## src/rtl/muldiv_pkg.sv

```systemverilog
// Shared definitions for the EX-stage RV32M multiply/divide unit.
// Consumers: ex_muldiv (build option MULDIV_DIV_EN selects the divider).
package muldiv_pkg;

  localparam int XLEN_DEF = 32;

  localparam logic [2:0] F3_MUL    = 3'b000;
  localparam logic [2:0] F3_MULH   = 3'b001;
  localparam logic [2:0] F3_MULHSU = 3'b010;
  localparam logic [2:0] F3_MULHU  = 3'b011;
  localparam logic [2:0] F3_DIV    = 3'b100;
  localparam logic [2:0] F3_DIVU   = 3'b101;
  localparam logic [2:0] F3_REM    = 3'b110;
  localparam logic [2:0] F3_REMU   = 3'b111;

  typedef enum logic [1:0] {
    ST_IDLE = 2'd0,
    ST_CALC = 2'd1,
    ST_FIN  = 2'd2
  } state_e;

  function automatic logic op_a_signed(input logic [2:0] f3);
    case (f3)
      F3_MULH, F3_MULHSU, F3_DIV, F3_REM: op_a_signed = 1'b1;
      default:                            op_a_signed = 1'b0;
    endcase
  endfunction

  function automatic logic op_b_signed(input logic [2:0] f3);
    case (f3)
      F3_MULH, F3_DIV, F3_REM: op_b_signed = 1'b1;
      default:                 op_b_signed = 1'b0;
    endcase
  endfunction

endpackage

```

## src/rtl/muldiv_abs.sv

```systemverilog
// Combinational two's-complement conditional negate, used both for operand
// magnitudes and for sign correction of the final result.
module muldiv_abs #(
  parameter int XLEN = 32
) (
  input  logic [XLEN-1:0] val_i,
  input  logic            neg_i,
  output logic [XLEN-1:0] res_o
);

  assign res_o = neg_i ? (~val_i + {{(XLEN-1){1'b0}}, 1'b1}) : val_i;

endmodule

```

## src/rtl/ex_muldiv.sv

```systemverilog
// Iterative RV32M multiply/divide unit for the EX stage (radix-2, one step per cycle).
// Define MULDIV_DIV_EN to build the divider; otherwise divide ops complete as illegal.
module ex_muldiv
  import muldiv_pkg::*;
#(
  parameter int XLEN  = XLEN_DEF,
  parameter int CNT_W = $clog2(XLEN) + 1
) (
  input  logic            clk_i,
  input  logic            rst_i,
  input  logic            start_i,
  input  logic [2:0]      funct3_i,
  input  logic [XLEN-1:0] a_i,
  input  logic [XLEN-1:0] b_i,
  input  logic            flush_i,
  output logic            stall_o,
  output logic            busy_o,
  output logic            done_o,
  output logic [XLEN-1:0] result_o,
  output logic            illegal_o
);

  localparam logic [CNT_W-1:0] CNT_ONE = {{(CNT_W-1){1'b0}}, 1'b1};

  state_e              state_q, state_d;
  logic [CNT_W-1:0]    cnt_q, cnt_d;
  logic [2*XLEN-1:0]   acc_q, acc_d;
  logic [XLEN-1:0]     bmag_q, bmag_d;
  logic [2:0]          op_q, op_d;
  logic                neg_q, neg_d;
  logic [XLEN-1:0]     result_q, result_d;
  logic                done_q, done_d;

  logic                accept_s;
  logic                sgn_a_s, sgn_b_s;
  logic [XLEN-1:0]     amag_s, bmag_s;
  logic [XLEN:0]       madd_s;
  logic [2*XLEN-1:0]   mul_step_s;
  logic [2*XLEN-1:0]   neg_in_s, res_full_s;
  logic [XLEN-1:0]     fin_res_s;

  assign accept_s = (state_q == ST_IDLE) & start_i & ~flush_i;
  assign sgn_a_s  = op_a_signed(funct3_i) & a_i[XLEN-1];
  assign sgn_b_s  = op_b_signed(funct3_i) & b_i[XLEN-1];

  muldiv_abs #(.XLEN(XLEN)) u_abs_a (.val_i(a_i), .neg_i(sgn_a_s), .res_o(amag_s));
  muldiv_abs #(.XLEN(XLEN)) u_abs_b (.val_i(b_i), .neg_i(sgn_b_s), .res_o(bmag_s));
  muldiv_abs #(.XLEN(2*XLEN)) u_abs_res (.val_i(neg_in_s), .neg_i(neg_q), .res_o(res_full_s));

  // Shift-add: the multiplier sits in the low half and drains out as the product fills in.
  assign madd_s     = {1'b0, acc_q[2*XLEN-1:XLEN]} + (acc_q[0] ? {1'b0, bmag_q} : {(XLEN+1){1'b0}});
  assign mul_step_s = {madd_s, acc_q[XLEN-1:1]};

`ifdef MULDIV_DIV_EN
  logic [XLEN:0]       rsh_s;
  logic [XLEN-1:0]     rdiff_s;
  logic                rge_s;
  logic [2*XLEN-1:0]   div_step_s;

  // Restoring divide: remainder in the high half, dividend/quotient in the low half.
  assign rsh_s      = {acc_q[2*XLEN-1:XLEN], acc_q[XLEN-1]};
  assign rge_s      = (rsh_s >= {1'b0, bmag_q});
  assign rdiff_s    = rsh_s[XLEN-1:0] - bmag_q;
  assign div_step_s = rge_s ? {rdiff_s, acc_q[XLEN-2:0], 1'b1}
                            : {rsh_s[XLEN-1:0], acc_q[XLEN-2:0], 1'b0};
  assign illegal_o  = 1'b0;
`else
  logic                ill_pend_q, ill_pend_d;
  logic                illegal_q, illegal_d;
  assign illegal_o  = illegal_q;
`endif

  // Select the value to sign-correct and the half of it that becomes the result.
  always_comb begin
    neg_in_s  = acc_q;
    fin_res_s = res_full_s[2*XLEN-1:XLEN];
    if (op_q[2]) begin
      if (op_q[1]) begin
        neg_in_s = {{XLEN{1'b0}}, acc_q[2*XLEN-1:XLEN]};
      end else begin
        neg_in_s = {{XLEN{1'b0}}, acc_q[XLEN-1:0]};
      end
      fin_res_s = res_full_s[XLEN-1:0];
    end else if (op_q == F3_MUL) begin
      fin_res_s = res_full_s[XLEN-1:0];
    end else begin
      fin_res_s = res_full_s[2*XLEN-1:XLEN];
    end
  end

  // FSM next-state and datapath updates.
  always_comb begin
    state_d  = state_q;
    cnt_d    = cnt_q;
    acc_d    = acc_q;
    bmag_d   = bmag_q;
    op_d     = op_q;
    neg_d    = neg_q;
    result_d = result_q;
    done_d   = 1'b0;
`ifndef MULDIV_DIV_EN
    ill_pend_d = ill_pend_q;
    illegal_d  = 1'b0;
`endif
    case (state_q)
      ST_IDLE: begin
        if (accept_s) begin
          op_d    = funct3_i;
          bmag_d  = bmag_s;
          cnt_d   = CNT_W'(XLEN);
          acc_d   = {{XLEN{1'b0}}, amag_s};
          neg_d   = (funct3_i[2] && funct3_i[1]) ? sgn_a_s : (sgn_a_s ^ sgn_b_s);
          state_d = ST_CALC;
`ifdef MULDIV_DIV_EN
          if (funct3_i[2] && (b_i == {XLEN{1'b0}})) begin
            acc_d   = {a_i, {XLEN{1'b1}}};
            neg_d   = 1'b0;
            state_d = ST_FIN;
          end else if (funct3_i[2] && !funct3_i[0] && (a_i == {1'b1, {(XLEN-1){1'b0}}})
                       && (b_i == {XLEN{1'b1}})) begin
            acc_d   = {{XLEN{1'b0}}, a_i};
            neg_d   = 1'b0;
            state_d = ST_FIN;
          end else begin
            state_d = ST_CALC;
          end
`else
          ill_pend_d = funct3_i[2];
          if (funct3_i[2]) begin
            acc_d   = {(2*XLEN){1'b0}};
            neg_d   = 1'b0;
            state_d = ST_FIN;
          end else begin
            state_d = ST_CALC;
          end
`endif
        end else begin
          state_d = ST_IDLE;
        end
      end
      ST_CALC: begin
        if (flush_i) begin
          state_d = ST_IDLE;
        end else begin
`ifdef MULDIV_DIV_EN
          acc_d = op_q[2] ? div_step_s : mul_step_s;
`else
          acc_d = mul_step_s;
`endif
          cnt_d = cnt_q - CNT_ONE;
          if (cnt_q == CNT_ONE) begin
            state_d = ST_FIN;
          end else begin
            state_d = ST_CALC;
          end
        end
      end
      ST_FIN: begin
        state_d = ST_IDLE;
        if (!flush_i) begin
          result_d = fin_res_s;
          done_d   = 1'b1;
`ifndef MULDIV_DIV_EN
          illegal_d = ill_pend_q;
`endif
        end else begin
          done_d = 1'b0;
        end
      end
      default: state_d = ST_IDLE;
    endcase
  end

  // State and output registers; reset clears everything so no stale op survives.
  always_ff @(posedge clk_i or posedge rst_i) begin
    if (rst_i) begin
      state_q    <= ST_IDLE;
      cnt_q      <= {CNT_W{1'b0}};
      acc_q      <= {(2*XLEN){1'b0}};
      bmag_q     <= {XLEN{1'b0}};
      op_q       <= 3'b000;
      neg_q      <= 1'b0;
      result_q   <= {XLEN{1'b0}};
      done_q     <= 1'b0;
`ifndef MULDIV_DIV_EN
      ill_pend_q <= 1'b0;
      illegal_q  <= 1'b0;
`endif
    end else begin
      state_q    <= state_d;
      cnt_q      <= cnt_d;
      acc_q      <= acc_d;
      bmag_q     <= bmag_d;
      op_q       <= op_d;
      neg_q      <= neg_d;
      result_q   <= result_d;
      done_q     <= done_d;
`ifndef MULDIV_DIV_EN
      ill_pend_q <= ill_pend_d;
      illegal_q  <= illegal_d;
`endif
    end
  end

  assign busy_o   = (state_q == ST_CALC);
  assign stall_o  = ~rst_i & (accept_s | busy_o);
  assign done_o   = done_q;
  assign result_o = result_q;

endmodule

```

## config.mk

```make
export PLATFORM = sky130hd
export DESIGN_NAME = ex_muldiv
export DESIGN_NICKNAME = d
export VERILOG_FILES = /design/src/rtl/muldiv_pkg.sv /design/src/rtl/muldiv_abs.sv /design/src/rtl/ex_muldiv.sv
export SDC_FILE = /design/constraint.sdc
export NUM_CORES = 1
export LEC_CHECK = 0
export ABC_AREA = 1
export CAP_MARGIN = 20
export CORE_UTILIZATION = 54
export CTS_CLUSTER_DIAMETER = 100
export DETAILED_ROUTE_END_ITERATION = 10
export PLACE_DENSITY_LB_ADDON = 0.05
export RECOVER_POWER = 50
export SETUP_SLACK_MARGIN = 0.4
export SLEW_MARGIN = 20
export SYNTH_ARGS = -nofsm -noshare
export SYNTH_HDL_FRONTEND = slang
export SYNTH_SLANG_ARGS = --single-unit
```

## constraint.sdc

```tcl
create_clock -name clk_i -period 5.7 [get_ports clk_i]
set_input_delay 0.855 -clock clk_i [delete_from_list [all_inputs] [get_ports clk_i]]
set_output_delay 0.855 -clock clk_i [all_outputs]
set_load 0.01 [all_outputs]
```

Word-level counts from Yosys, hierarchy flattened:

Index checks and enable logic that the tools add are counted.

* multiplexer cells: 28
* reduce and logical (&&, ||, !) cells: 9
* bitwise logic cells: 12
* equality and inequality tests: 9
* $add $sub $neg: 5

Operator list (number)
* $mux W64: 4
* $mux W32: 7
* $pmux W64 S2: 1
* $add A32 B1 Y32 const B: 2
* $add A64 B1 Y64 const B: 1
* $not A32 Y32: 2
* $not A64 Y64: 1
* $add A32 B32 Y33: 1
* $mux W6: 2
* $pmux W6 S2: 1
* $mux W1: 8
* $mux W2: 4
* $eq A3 B3 Y1 const B: 2
* $eq A6 B1 Y1 const B: 1
* $sub A6 B1 Y6 const B: 1
* $and A1 B1 Y1: 5
* $ne A2 B2 Y1 const B: 2
* $pmux W2 S2: 1
* $reduce_and A2 Y1: 2
* $reduce_or A4 Y1: 1
* $eq A3 B1 Y1 const B: 1
* $eq A3 B2 Y1 const B: 1
* $logic_not A3 Y1: 1
* $reduce_and A3 Y1: 1
* other kinds (9): 10

* word-level logic and storage cells: 73
* input bits: 71
* output and inout port bits: 36
* bits in registers: 143

Longest topological paths before layout:

* word-level depth: 8
* depth in mapped cells: 20
* mapped depth without buffers: 18

Hierarchy:

From an unflattened synthesis, not the netlist that was laid out.

* cell total of the unflattened synthesis: 2373
* area total of the unflattened synthesis: 13819.5 sq um

Modules (own cells, without submodules)
* ex_muldiv: area an instance 9136.3 sq um, seq. area each 3553.4 sq um, times used 1, cells an instance 1421
* muldiv_abs at u_abs_res: area an instance 2466.1 sq um, seq. area each 0.0 sq um, times used 1, cells an instance 498
* muldiv_abs at u_abs_a ...: area an instance 1108.6 sq um, seq. area each 0.0 sq um, times used 2, cells an instance 227

Worst setup path before layout:

No wires, ideal clock.

* path kind: reg2reg
* start point: reg acc_q[0]
* end point: reg acc_q[53]
* library setup time: 0.131 ns
* arrival time: 2.603 ns
* stages on the path, launching flop included: 19
* buffers on the path: 2
* setup slack: 2.965 ns
* period minus slack after synthesis: 2.735 ns
* required time: 5.569 ns
* cells stage by stage: dfrtp_1 clkbuf_1 clkbuf_1 nand2_1 inv_1 ha_1 inv_1 fa_1 inv_1 nand3_1 nand2_1 nand2_1 nand2_1 inv_1 o21ai_0 a21oi_1 or2_2 nand3_1 o21ai_0

* longest elaborated chain between the ends: 4

RTL lines
* start, declared: RTL line ex_muldiv.sv:27 `logic [2*XLEN-1:0] acc_q, acc_d;`
* start signal, assigned: RTL line ex_muldiv.sv:179 `acc_q <= {(2*XLEN){1'b0}};`
* $mux W32: RTL line ex_muldiv.sv:51 `assign madd_s = {1'b0, acc_q[2*XLEN-1:XLEN]} + (acc_q[0] ? {1'b0, bmag_q} : {(XLEN+1){1'b0}});`
* $add A32 B32 Y33: RTL line ex_muldiv.sv:51
* $mux W64: RTL line ex_muldiv.sv:142 `if (flush_i) begin`
* $pmux W64 S2: RTL line ex_muldiv.sv:105 `case (state_q)`

No other way between the ends. The select of a mux whose other input is x is not followed.
A chain may end at the register's enable or synchronous reset.

Worst setup path in the final report:

* start point: reg state_q[0]
* end point: out stall_o

* longest elaborated chain between the ends: 5
* elaborated cells on any way between the ends: 6
* those cells by class: 1 x eq/ne; 4 x bitwise; 1 x reduce/logical

RTL lines
* start, declared: RTL line ex_muldiv.sv:25 `state_e state_q, state_d;`
* start signal, assigned: RTL line ex_muldiv.sv:190 `state_q <= state_d;`
* $logic_not A2 Y1: RTL line ex_muldiv.sv:42 `assign accept_s = (state_q == ST_IDLE) & start_i & ~flush_i;`
* $and A1 B1 Y1 (2 in a row): RTL line ex_muldiv.sv:42
* $or A1 B1 Y1 (*): RTL line ex_muldiv.sv:206 `assign stall_o = ~rst_i & (accept_s | busy_o);`
* $and A1 B1 Y1 (*): RTL line ex_muldiv.sv:206
* end, declared: RTL line ex_muldiv.sv:16 `output logic stall_o,`

Mark *: on every way between the ends. The rest lies on a longest branch, timed or not.

==> results.ini <==
[floorplan]
die_x_um = 156
die_area_mm2 = 0.0244
die_h_um = 156
pin_count = 107
num_rows = 56
core_area_mm2 = 0.0234
initial_core_util_pct = 54.9

[drt]
drc_errors = 0
avgRoutedWirePerCell_um = 17.8
drtIter0Drc = 1495
ant_nets = 0
vias = 14500
dr.pass1.iters = 6
wl_um = 44600
via_per_inst = 5.77

[placement]
io_buffers = 106
hpwlAfterDp_um = 35100
place_ws_ns = 2.16
place_inst = 2479
placed_area_mm2 = 0.0141
place_congestion = 1.04

[synth]
synth.avg_cell_area_um2 = 6.08
ys.flop_type = dfrtp_1
ys_warn_count = 0
syn_inst = 2114
synth.top_cells.by_area = dfrtp_1 (28%), nand2_1 (19%), nand3_1 (9.7%), inv_1 (7.5%), o21ai_0 (5.8%)
ys_types = 50
synthTopCellsByCount = nand2_1 (640), inv_1 (257), nand3_1 (249), nor2_1 (188), o21ai_0 (148)
synth_nets = 2223
synth_top_area_cell = dfrtp_1
synth-edff-count = 0
async_flop_share_pct = 100
yosysMostFrequentCell = nand2_1
yosys.area.top_type_share_pct = 27.6
synth_area_mm2 = 0.0129
ys_seq_area_share_pct = 27.6
ys_seq_elements = 142

[clocking]
root_buffer = clkbuf_16
cts.clk_slew.worst_paths_ns = 0.08
clk_latency_ns = 0.44
cts_buffer_depth = 2
hold_buffers = 0
cts_buffers = 17
numClockSinks = 142
post_cts_buffers = 0
cts_tree = done
cts-resized-gates = 0
h-tree-depth = 4

[worst_setup_path]
startpoint_type = register
crit_required_ns = 4.85
path_class = reg -> out
end_kind = primary output
crit_arrival_ns = 3.44
crit_path_max_incr_delay_ns = 1.15
cp_slowest_cell = clkbuf_1
cp_cell_sequence = inv_1 > nor2_2 > clkbuf_1 > inv_1 > a21oi_1 > clkdlybuf4s50_1
crit_path_frequent_cell = inv_1
crit_fanout = 33

[finish]
layoutNonFillerInstCount = 2511
drive_gt1_share_pct = 5.47
postLayoutCellArea_mm2 = 0.0147
area_growth_pct = 14.2
n_antenna_cell = 0
nNetsFinal = 2288
fillers = 2358

[timing]
timing.final.crit_share_pct = 75.3
drv_slew = 34
tns_ns = 0
final_hold_viol_count = 0
skew_ns = 0.0150
tightest_slew_ns = 1.59
finalSetupViolCount = 0
finalCriticalPeriod_ns = 4.29
rsz0062_at_grt = false
setup_ws_ns = 1.41
fmax_mhz = 233
maxSlewHeadroom_pct = -6.25

[global_route]
grt-ovfl-total = 0
antenna_found_initial = 0
grt_pass1_vias = 13200
grtUsageTotal_pct = 37.5
grt_max_degree = 95
grt_first_pass_wirelength_um = 70000

[min_path]
hold_class = reg -> reg

[flow_run]
maxCapViolCount = 1

[outcome]
status = complete, but fails checks
violations = capacitance limit, slew limit

[pwr]
power_leakage_nw = 7.49
irDropWorstVdd_uv = 189
totalPowerFinal_mw = 4.92
power.density_mw_per_mm2 = 335

layout make-up:
cell class	count	area, µm²	share of cell area, %
flip-flops and latches	142	3550	24.2
repair buffers	123	1180	8.02
inverters	269	1020	6.92
well taps	319	399	2.72
clock inverters	15	170	1.16
multi-input cells	1626	7930	54.1
clock buffers	17	425	2.90
layout by cell type, fill, tap and decap left out, types with 3 or more instances in the layout:
| cell type | synthesis | routed |
|---|---|---|
| a21boi_0 | 6 | 6 |
| a21oi_1 | 120 | 120 |
| a22oi_1 | 9 | 9 |
| a2bb2oi_1 | 15 | 15 |
| a31oi_1 | 10 | 10 |
| buf_4 | 2 | 14 |
| clkbuf_1 | 45 | 3 |
| clkbuf_16 | 0 | 17 |
| clkdlybuf4s50_1 | 0 | 69 |
| clkinv_1 | 6 | 6 |
| clkinv_8 | 0 | 4 |
| dfrtp_1 | 142 | 141 |
| dlygate4sd3_1 | 0 | 37 |
| ha_1 | 37 | 37 |
| inv_1 | 257 | 256 |
| inv_2 | 5 | 5 |
| inv_6 | 0 | 5 |
| inv_8 | 0 | 5 |
| nand2_1 | 640 | 640 |
| nand2_2 | 21 | 21 |
| nand3_1 | 249 | 249 |
| nand3_2 | 3 | 3 |
| nand3b_1 | 5 | 5 |
| nand4_1 | 28 | 28 |
| nor2_1 | 188 | 186 |
| nor2_2 | 12 | 13 |
| nor2_4 | 4 | 5 |
| nor3_1 | 21 | 20 |
| nor4_1 | 5 | 5 |
| o211ai_1 | 7 | 7 |
| o21ai_0 | 148 | 148 |
| o21ai_1 | 11 | 10 |
| o21ai_2 | 5 | 6 |
| o21bai_1 | 4 | 4 |
| o22ai_1 | 16 | 16 |
| o31ai_1 | 11 | 11 |
| or2_2 | 11 | 11 |
| xnor2_1 | 8 | 8 |
| xor2_1 | 17 | 17 |
state kept, by name (all words and copies together) (netlist names):
signal	cells
acc_q	64
bmag_q	32
cnt_q	6
done_o	1
illegal_o	1
neg_q	1
op_q	3
result_o	32
state_q	2
power breakdown:
part	switching, mW	internal (mW)	leakage (nW)
sequential	0.267	1.28	1.79
clock	0.568	0.592	0.293
combinational	1.45	0.770	5.41
total	2.28	2.64	7.49
worst max-delay path, delay by kind of cell (launching register included):
| family | cells | cell delay (ns) |
|---|---|---|
| AO/OA/AOI/OAI | 1 | 0.27 |
| buffers and inverters | 4 | 2.30 |
| flip-flops | 1 | 0.36 |
| AND/OR/NAND/NOR | 1 | 0.07 |
final timing paths:
path	start	to	slack, ns	depth (start not counted)
min reg2reg	result_o[6]	result_o[6]	0.48	2
max reg2reg	state_q[0]	cnt_q[5]	1.79	12
min in group asynchronous	rst_i	state_q[0]	1.09	2
max	state_q[0]	stall_o	1.41	6
max in group asynchronous	rst_i	result_o[12]	3.41	3
min	result_o[6]	result_o[6]	0.48	2
per-layer routing:
metal / up-vias / global-route usage, % / part of all wire, %
met2: 660 / 59.9 / 45
li1: 7059 / - / -
met1: 6670 / 48.6 / 42
met3: 103 / 6.56 / 8.5
met5: - / 0 / 0
met4: 0 / 19.4 / 4.8
kinds of logic after synthesis:
logic type      after synthesis  share of synthesized area, %
fa+ha+maj                    38                          3.76
buf+inv                     346                          10.8
xor+xnor                     25                          1.70
simple gates               1192                          39.8
compound gates              371                          16.3
flops                       142                          27.6
per-stage QoR:
| step | util [%] | hold slack [ns] |
|---|---|---|
| after global routing | 62.7 | 0.495 |
| after CTS | 62.8 | 0.485 |
| after detailed placement | 60.2 | 0.466 |
| after global placement | 60.2 | 0.464 |
| after floorplan | - | 0.448 |
| final | 62.7 | 0.476 |
Power figures use the tool's default switching activity.
==> patch (same flow settings) <==
Build with the macro `MULDIV_DIV_EN` defined.
--- a/src/rtl/ex_muldiv.sv
+++ b/src/rtl/ex_muldiv.sv
@@ -1,5 +1,7 @@
 // Iterative RV32M multiply/divide unit for the EX stage (radix-2, one step per cycle).
 // Define MULDIV_DIV_EN to build the divider; otherwise divide ops complete as illegal.
+`define MULDIV_DIV_EN
+
 module ex_muldiv
   import muldiv_pkg::*;
 #(
Behaviour: not the same (Yosys sat finds a counterexample within 4 cycles, from zero or initial values and one cycle with rst_i high).
==> patch against the unedited design <==
- the flow still finishes with violations (max-capacitance violations, max-slew violations)
- utilization shrank 1.4 points
- critical path depth is 11 higher
- final cell count grew 45%
- sequential cell count down 1
- synthesized area is 37% higher
- non-clock buffer count is 2 higher
- routed wire length up 62%
- power rose by 94%
- setup slack improved by 0.41 ns
- final area up 33%
- critical path type is now reg -> reg
- critical endpoint is now acc_q[62]$_DFFE_PP0P_
==> patch: results (changes against the unedited design) <==
Run status
  – Status: complete, but fails checks
  – Failing checks: max-capacitance violations, max-slew violations

Clock network
  – Total setup buffers inserted after CTS: 0 (unchanged)
  – H-tree levels: 4 (unchanged)
  – PostCTS Resize Cnt: 0 (unchanged)
  – Clock-pin slew on the worst setup and hold paths: 0.07 ns
  – Root Buffer: clkbuf_16
  – CTS max path bufs: 2 (unchanged)
  – Clk_lat worst skew: 0.45 ns
  – CTS buffer count: 17 (unchanged)

Route
  – WL/cell: 19.8 um (+11%)
  – Via density: 5.92 (+2.6%)
  – Met2 WL: 29.1 mm (+46%)
  – DRT met1 WL: 29.3 mm (+57%)
  – DR iter-0 viols: 3340 (+120%)
  – Uppermost layer routed: met4
  – Met3 WL: 9.92 mm (+160%)
  – DRT Pass-1 Iters: 7 (+1)

Synth
  – Synth cell count leaders: 1042 x nand2_1, 482 x inv_1, 316 x nor2_1
  – Ys async rst share: 100% (unchanged)
  – Sequential area share after synthesis: 20.0% (-7.7 points)
  – Netlist cell types: 50 (unchanged)
  – Ys Warns: 0 (unchanged)
  – Top cells by area, synth: nand2_1 22%, dfrtp_1 20%, inv_1 10%
  – Top FF cell, synth: dfrtp_1

Place
  – GPL Wtd Cong: 1.09 (+4.6%)
  – Placed wire-length estimate: 56.8 mm (+62%)
  – Buffers on Ports: 105 (-0.94%)

Final layout
  – Filler cells: 3223 (+37%)
  – Share of cells above drive strength 1: 3.98% (-1.5 points)
  – Most flops, register: acc_q
  – Layout net count: 3347 (+46%)
  – Max FFs per register: 64 (unchanged)

Global routing
  – Largest net degree at the start of global routing: 102 (+7.4%)
  – Vias in the first global route: 19500 (+47%)
  – Total GRT Usage: 43.5% (+5.9 points)
  – Global-route wire length before repair: 111 mm (+58%)
  – Initial antenna violation count: 0 (unchanged)

Critical path
  – CP startpoint: acc_q[54]$_DFFE_PP0P_
  – Crit path max fanout: 20 (-39%)
  – R2R Setup Slk: 1.82 ns (+0.03 ns)
  – Critical Path AT: 4.26 ns (+0.82 ns)

Flow run
  – Max_cap viols: 1 (unchanged)

Timing
  – Worst slew pin tran: 2.16 ns (+0.567 ns)
  – Worst-case clock skew: 0.0140 ns (-0.00102 ns)
  – Slew Limit Fails: 42 (+24%)

Hold path
  – Hold_sp: result_o[25]$_DFFE_PP0P_
  – Worst hold path type: reg -> reg

Power and ir drop
  – Lkg Pwr: 10.6 nW (+42%)
  – Maximum vdd drop: 286 uV (+51%)
-- patch: worst paths after layout --
check | end | depth (start not counted)
max | acc_q[62]$_DFFE_PP0P_ | 17
max in group asynchronous | op_q[2]$_DFFE_PP0P_ | 3
min | result_o[25]$_DFFE_PP0P_ | 2
min in group asynchronous | state_q[0]$_DFF_PP0_ | 2
min reg2reg | result_o[25]$_DFFE_PP0P_ | 2
max reg2reg | acc_q[62]$_DFFE_PP0P_ | 17
-- patch: per-stage QoR --
stage	cell area, um2	power, mW	instances	worst slack [ns]	hold WS, ns
floorplan	17700	5.90	3172	1.06	0.455
global placement	19000	7.94	3620	1.80	0.460
detailed placement	19000	8.04	3620	1.65	0.464
CTS	19600	9.24	3652	1.99	0.480
global route	19600	10.2	3652	1.27	0.499
finish	19600	9.55	3653	1.82	0.469
-- patch: cells by family (layout without fill, tap and decap cells) --
logic type	Yosys count	in the layout	share of synthesized area (%)
DFF	141	141	20.0
and+or+nand+nor	1766	1766	41.7
AOI/OAI and AO/OA	517	517	16.2
adders and majority gates	72	72	5.19
other	1	2	0.0212
buffers and inverters	600	645	13.2
xor gates and xnor gates	75	75	3.72
-- patch: worst max-delay path, cell delays in order (launching register included) --
cell and delay, ns:
dfrtp_1 0.61, ha_1 0.54, nand2_1 0.14, nor2_1 0.21
nand2_1 0.12, nor2_1 0.25, nand3_1 0.11, nand3_1 0.10
nor2_1 0.04, buf_4 0.21, nand2_1 0.42, buf_4 0.33
nand2_1 0.14, nand2_1 0.12, nand2_1 0.05, nand2_1 0.12
nand2_1 0.09, a21oi_1 0.18
-- patch: layout make-up --
cell class / count / share of cell area (%)
multi-input cells: 2431 / 60.5
flip-flops and latches: 141 / 18.1
inverters: 488 / 9.39
repair buffers: 125 / 6.12
well taps: 435 / 2.78
clock buffers: 20 / 2.28
clock inverters: 12 / 0.819
diodes: 1 / 0.0128
-- patch: layer usage --
metal / vias up / track usage, %
li1: 10200 / -
met3: 224 / 10.5
met4: 0 / 21.3
met1: 9689 / 59.9
met5: - / 0
met2: 1566 / 63.2
-- patch: where the power goes --
| part | internal (mW) | switching (mW) |
|---|---|---|
| Combinational | 1.93 | 4.48 |
| Clock | 0.703 | 0.488 |
| Sequential | 1.30 | 0.647 |
| Total | 3.93 | 5.61 |
